==> src/rtl/alu_issue_stage.sv <==
// ID/EX issue register: decodes a MIPS instruction into ALU code/operands,
// resolves EX/MEM and MEM/WB forwarding at capture, and holds one entry.
module alu_issue_stage #(
  parameter logic [4:0] RESET_OP = 5'b00001
) (
  input  logic        clk,
  input  logic        rst_n,
  input  logic        in_valid,
  output logic        in_ready,
  input  logic [31:0] in_instr,
  input  logic [31:0] in_rs_data,
  input  logic [31:0] in_rt_data,
  input  logic        fwd1_en,
  input  logic [4:0]  fwd1_reg,
  input  logic [31:0] fwd1_data,
  input  logic        fwd2_en,
  input  logic [4:0]  fwd2_reg,
  input  logic [31:0] fwd2_data,
  input  logic        flush,
  output logic        out_valid,
  input  logic        out_ready,
  output logic [31:0] out_op1,
  output logic [31:0] out_op2,
  output logic [4:0]  out_alu_op,
  output logic [4:0]  out_shamt,
  output logic [4:0]  out_dest,
  output logic        out_reg_write,
  output logic        out_illegal
);

  // Handshake: an input transfer happens on in_valid && in_ready; an output
  // transfer on out_valid && out_ready. A held entry never changes.
  assign in_ready = !out_valid || out_ready;

  logic        capture;
  logic [5:0]  op, funct;
  logic [4:0]  rs, rt, rd;
  logic [31:0] imm_s, imm_z, rs_val, rt_val;

  assign capture = in_valid && in_ready && !flush;
  assign op      = in_instr[31:26];
  assign funct   = in_instr[5:0];
  assign rs      = in_instr[25:21];
  assign rt      = in_instr[20:16];
  assign rd      = in_instr[15:11];
  assign imm_s   = {{16{in_instr[15]}}, in_instr[15:0]};
  assign imm_z   = {16'h0000, in_instr[15:0]};

  // EX/MEM wins over MEM/WB; $0 is hard-wired and never forwarded.
  always_comb begin
    rs_val = in_rs_data;
    if (fwd1_en && fwd1_reg == rs && rs != 5'd0)      rs_val = fwd1_data;
    else if (fwd2_en && fwd2_reg == rs && rs != 5'd0) rs_val = fwd2_data;
    rt_val = in_rt_data;
    if (fwd1_en && fwd1_reg == rt && rt != 5'd0)      rt_val = fwd1_data;
    else if (fwd2_en && fwd2_reg == rt && rt != 5'd0) rt_val = fwd2_data;
  end

  logic [31:0] d_op1, d_op2;
  logic [4:0]  d_code, d_shamt, d_dest;
  logic        d_wr, d_ill;

  always_comb begin
    d_op1   = rs_val;
    d_op2   = imm_s;
    d_code  = RESET_OP;
    d_shamt = 5'd0;
    d_dest  = rt;
    d_wr    = 1'b1;
    d_ill   = 1'b0;
    case (op)
      6'h00: begin
        d_op2   = rt_val;
        d_shamt = in_instr[10:6];
        d_dest  = rd;
        case (funct)
          6'h20: d_code = 5'b00010;
          6'h21: d_code = 5'b00001;
          6'h22: d_code = 5'b00100;
          6'h23: d_code = 5'b00011;
          6'h24: d_code = 5'b01101;
          6'h25: d_code = 5'b01110;
          6'h26: d_code = 5'b01111;
          6'h27: d_code = 5'b10000;
          6'h00: d_code = 5'b10001;
          6'h02: d_code = 5'b10011;
          6'h03: d_code = 5'b10010;
          6'h04: d_code = 5'b10100;
          6'h06: d_code = 5'b10110;
          6'h07: d_code = 5'b10101;
          6'h2A: d_code = 5'b10111;
          6'h2B: d_code = 5'b11000;
          default: d_ill = 1'b1;
        endcase
      end
      6'h08: d_code = 5'b00010;
      6'h09: d_code = 5'b00001;
      6'h0A: d_code = 5'b10111;
      6'h0B: d_code = 5'b11000;
      6'h0C: begin d_code = 5'b01101; d_op2 = imm_z; end
      6'h0D: begin d_code = 5'b01110; d_op2 = imm_z; end
      6'h0E: begin d_code = 5'b01111; d_op2 = imm_z; end
      6'h0F: begin d_code = 5'b00000; d_op2 = imm_z; end
      6'h23: d_code = 5'b00001;
      6'h2B: begin d_code = 5'b00001; d_wr = 1'b0; d_dest = 5'd0; end
      6'h04, 6'h05: begin
        d_code = 5'b00011;
        d_op2  = rt_val;
        d_wr   = 1'b0;
        d_dest = 5'd0;
      end
      default: d_ill = 1'b1;
    endcase
    if (d_ill) begin
      d_op1   = 32'd0;
      d_op2   = 32'd0;
      d_code  = RESET_OP;
      d_shamt = 5'd0;
      d_dest  = 5'd0;
      d_wr    = 1'b0;
    end
    if (d_dest == 5'd0) d_wr = 1'b0;
  end

  always_ff @(posedge clk or negedge rst_n) begin
    if (!rst_n) begin
      out_valid     <= 1'b0;
      out_op1       <= 32'd0;
      out_op2       <= 32'd0;
      out_alu_op    <= RESET_OP;
      out_shamt     <= 5'd0;
      out_dest      <= 5'd0;
      out_reg_write <= 1'b0;
      out_illegal   <= 1'b0;
    end else if (flush) begin
      out_valid     <= 1'b0;
      out_reg_write <= 1'b0;
      out_illegal   <= 1'b0;
    end else if (capture) begin
      out_valid     <= 1'b1;
      out_op1       <= d_op1;
      out_op2       <= d_op2;
      out_alu_op    <= d_code;
      out_shamt     <= d_shamt;
      out_dest      <= d_dest;
      out_reg_write <= d_wr;
      out_illegal   <= d_ill;
    end else if (out_ready) begin
      out_valid     <= 1'b0;
    end
  end

endmodule
==> config.mk <==
export PLATFORM = sky130hd
export DESIGN_NAME = alu_issue_stage
export DESIGN_NICKNAME = d
export VERILOG_FILES = /design/src/rtl/alu_issue_stage.sv
export SDC_FILE = /design/constraint.sdc
export NUM_CORES = 1
export LEC_CHECK = 0
export CAP_MARGIN = 10
export CORE_MARGIN = 4
export CORE_UTILIZATION = 35
export CTS_BUF_LIST = sky130_fd_sc_hd__clkbuf_8
export CTS_CLUSTER_SIZE = 16
export DETAILED_ROUTE_END_ITERATION = 8
export PLACE_DENSITY = 0.7
export SETUP_SLACK_MARGIN = 0.1
export SLEW_MARGIN = 20
export SYNTH_ARGS = -nofsm -noshare
export SYNTH_HDL_FRONTEND = slang
export SYNTH_SLANG_ARGS = --single-unit
==> constraint.sdc <==
create_clock -name clk -period 2.41 [get_ports clk]
set_input_delay 0.482 -clock clk [delete_from_list [all_inputs] [get_ports clk]]
set_output_delay 0.482 -clock clk [all_outputs]
set_load 0.02 [all_outputs]
==> results.toml <==
[outcome]
outcome = "finished with violations"
violations = "negative setup slack"

[logic_synthesis]
avgSynthCellArea_um2 = 8.24
netlist_instances = 665
synth_xor_xnor_area_share = 0.0319
synth_top_area_frac = 0.370
synth_flop_cell = "dfrtp_1"
async_flop_share = 1.00
synth_area_leaders = "dfrtp_1 (37%), a21oi_1 (6.2%), and3_1 (5.7%)"
synth_fp_nets = 842
synth_compound_area_frac = 0.333
ys_types = 49
ys_seq_area_frac = 0.374
synth_top_family_by_area = "compound AO/OA/AOI/OAI gates"
synthMuxAreaShare = 0
synthSimpleGateAreaFrac = 0.215
ys_seq_elements = 82
synth_top_area_cell = "dfrtp_1"
synthesis.area_um2 = 5480
synth-adder-area-share = 0
synth_edf_count = 0
ys_warn_count = 0

[routing]
wirelength_um = 25300
ant_nets = 0
wire_per_inst_um = 21.5
route.detailed.drc = 0
drt_pass1_iterations = 5
vias = 6658
dr.first_iter.drc_count = 500
avgViaCountPerCell = 5.67

[timing]
slew-limit-headroom = 0.492
whs_ns = 0.0191
setup_viol = 55
report.final.slew_viol_count = 0
worst_pin_slew_ns = 0.760
min_period_ns = 2.51
hold_violations = 0
finalCritPeriodShare = 1.04
final.setup.worst_slack_ns = -0.100
setup-tns-final_ns = -2.57
finClkSkew_ns = 0.00636
rsz0062_at_grt = "true"
clock.fmax_mhz = 398

[power]
vdd_drop_max_uv = 218
comb_power_share = 0.338
p_switching_mw = 1.21
power_density_nw_per_um2 = 390
pwr-share-seq = 0.387
power.share.switching = 0.315
leakagePower_nw = 4.12
p_int_mw = 2.63
p_clk_frac = 0.275
finalPower_mw = 3.84

[grt]
grt_pass1_wl_um = 37900
grt_overflow = 0
grt_max_degree = 42
grt_pass1_vias = 6721
grt_usage = 0.270
antenna_found_initial = 1

[layout]
synthToLayoutAreaGrowth_pct = 79.4
final_util = 0.645
nets = 1135
final_layout_size_suffix_gt1_frac = 0.184

[place]
place_congestion = 0.904
port_buffers = 259
place_ws_ns = -0.733
dpl.hpwl_um = 18200

[floorplanning]
initial_core_util = 0.359
coreArea_um2 = 15300
die_h_um = 133
fp-row-count = 45
ios = 260
die_area_um2 = 17700
die_x_um = 133

[critical_path]
cp.required_ns = 2.65
critical_path_peak_fanout = 14
endpoint_kind = "flip-flop"
path_class = "input pin to flip-flop"
start_kind = "input pin"
cp.arrival_ns = 2.75

[clock_network]
clock_latency_ns = 0.37
cts_max_level = 3
cts_buffer_depth = 2
cts_root_buf = "clkbuf_8"
clkTransAtPathRegs_ns = 0.09
cts.sinks = 82
numCtsBuffers = 9
hold_buffers = 0
cts_tree = "built"

[min_path]
worstHoldPathType = "input pin to asynchronous set/reset pin"

[run]
cap_violations = 0
==> timing repair <==
item / 4_1_cts / 5_1_grt
endpoints found under the setup margin: 76 / 69
pin swaps: 17 / 22
buffers inserted: 8 / 5
cloned: 2 / 2
gates resized for setup: 74 / 59
==> placed cells by master, fill, tap and decap left out, types with 11 or more instances in the layout <==
master	synthesis	layout
and3_1	50	50
buf_12	0	17
a21boi_0	20	20
clkdlybuf4s50_1	0	254
a211oi_2	0	11
nor2_1	45	44
dfrtp_1	81	81
nand3_1	11	11
buf_4	0	57
a211oi_1	26	15
xnor2_1	13	13
a22oi_1	26	26
and2_1	14	14
o211ai_1	23	23
nand2_1	71	69
a21oi_1	68	68
o211a_1	12	11
o311ai_4	0	15
o21ai_0	27	18
==> metrics by stage <==
step,area (um2),instances
5_1_grt,9840,1175
4_1_cts,9470,1169
6_report,9840,1175
2_1_floorplan,5520,665
3_5_place_dp,8790,1143
3_3_place_gp,8790,1143
==> per-layer routing <==
metal	track usage	routed length (um)	vias up	part of all wire
met4	0.0983	862	0	0.034
met2	0.437	11800	340	0.47
met1	0.361	10600	3186	0.42
met5	0	0	-	0
met3	0.0514	1930	60	0.077
li1	-	-	3072	-
==> area by class of cell <==
| type | instances | area [um2] |
|---|---|---|
| antenna | 1 | 2.50 |
| clock buffer | 10 | 138 |
| clock inverter | 6 | 57.6 |
| fill | 1289 | 5420 |
| inverter | 6 | 22.5 |
| multi-input combinational | 518 | 3820 |
| sequential | 82 | 2050 |
| tap | 211 | 264 |
| timing repair buffer | 341 | 3480 |
==> registers in the layout, summed over array words and instances, names as in the netlist <==
name           count
out_alu_op         5
out_illegal        1
out_reg_write      1
out_dest           5
out_valid          1
out_op1           32
out_op2           32
out_shamt          5
==> power by group through the flow <==
| stage | Combinational [mW] | Clock [mW] | Sequential, mW |
|---|---|---|---|
| floorplan | 0.330 | 0 | 1.60 |
| global placement | 1.13 | 0 | 1.51 |
| detailed placement | 1.14 | 0 | 1.51 |
| CTS | 1.21 | 1.08 | 1.49 |
| global route | 1.37 | 1.13 | 1.50 |
| finish | 1.30 | 1.05 | 1.49 |
==> kinds of logic (layout without fill, tap and decap cells) <==
| kind of cell | Yosys count | after routing |
|---|---|---|
| flops | 82 | 82 |
| other cells | 0 | 1 |
| buf+inv | 65 | 363 |
| simple gates | 234 | 234 |
| xor+xnor | 20 | 20 |
| compound gates | 264 | 264 |
==> cells in the mapped netlist (8+ instances only) <==
library cell  count
and2_1           14
nand2b_1          8
nand3_1          11
a21oi_1          68
o311ai_1         14
and3_1           50
xnor2_1          13
nor3_1            8
nor2_1           45
o211a_1          12
a21boi_0         20
clkbuf_1         50
o211ai_1         23
a2bb2oi_1        11
dfrtp_1          81
o21ai_0          27
a211oi_1         26
a22oi_1          26
nand2_1          71
o31ai_1          18
==> worst max-delay path: stages <==
cell and delay (ns):
clkdlybuf4s50_1 0.42, or4_1 0.63, o211a_4 0.30, buf_4 0.19
and3_1 0.20, a211oi_1 0.45, o31ai_4 0.08
==> path summary, 6_finish.rpt <==
path | start | end | slack [ns] | cells past startpoint
hold reg to reg | out_shamt[3]$_DFFE_PN0P_ | out_shamt[3]$_DFFE_PN0P_ | 0.49 | 2
setup reg to reg | out_valid$_DFFE_PN0P_ | out_op2[17]$_DFFE_PN0P_ | 0.64 | 7
min in group clk | out_shamt[3]$_DFFE_PN0P_ | out_shamt[3]$_DFFE_PN0P_ | 0.49 | 2
hold / removal | rst_n | out_op2[2]$_DFFE_PN0P_ | 0.02 | 1
max in group asynchronous | rst_n | out_alu_op[0]$_DFFE_PN1P_ | 1.77 | 2
setup / recovery | in_instr[17] | out_op2[11]$_DFFE_PN0P_ | -0.10 | 7
Note: power is estimated with default switching activity, not from simulation.
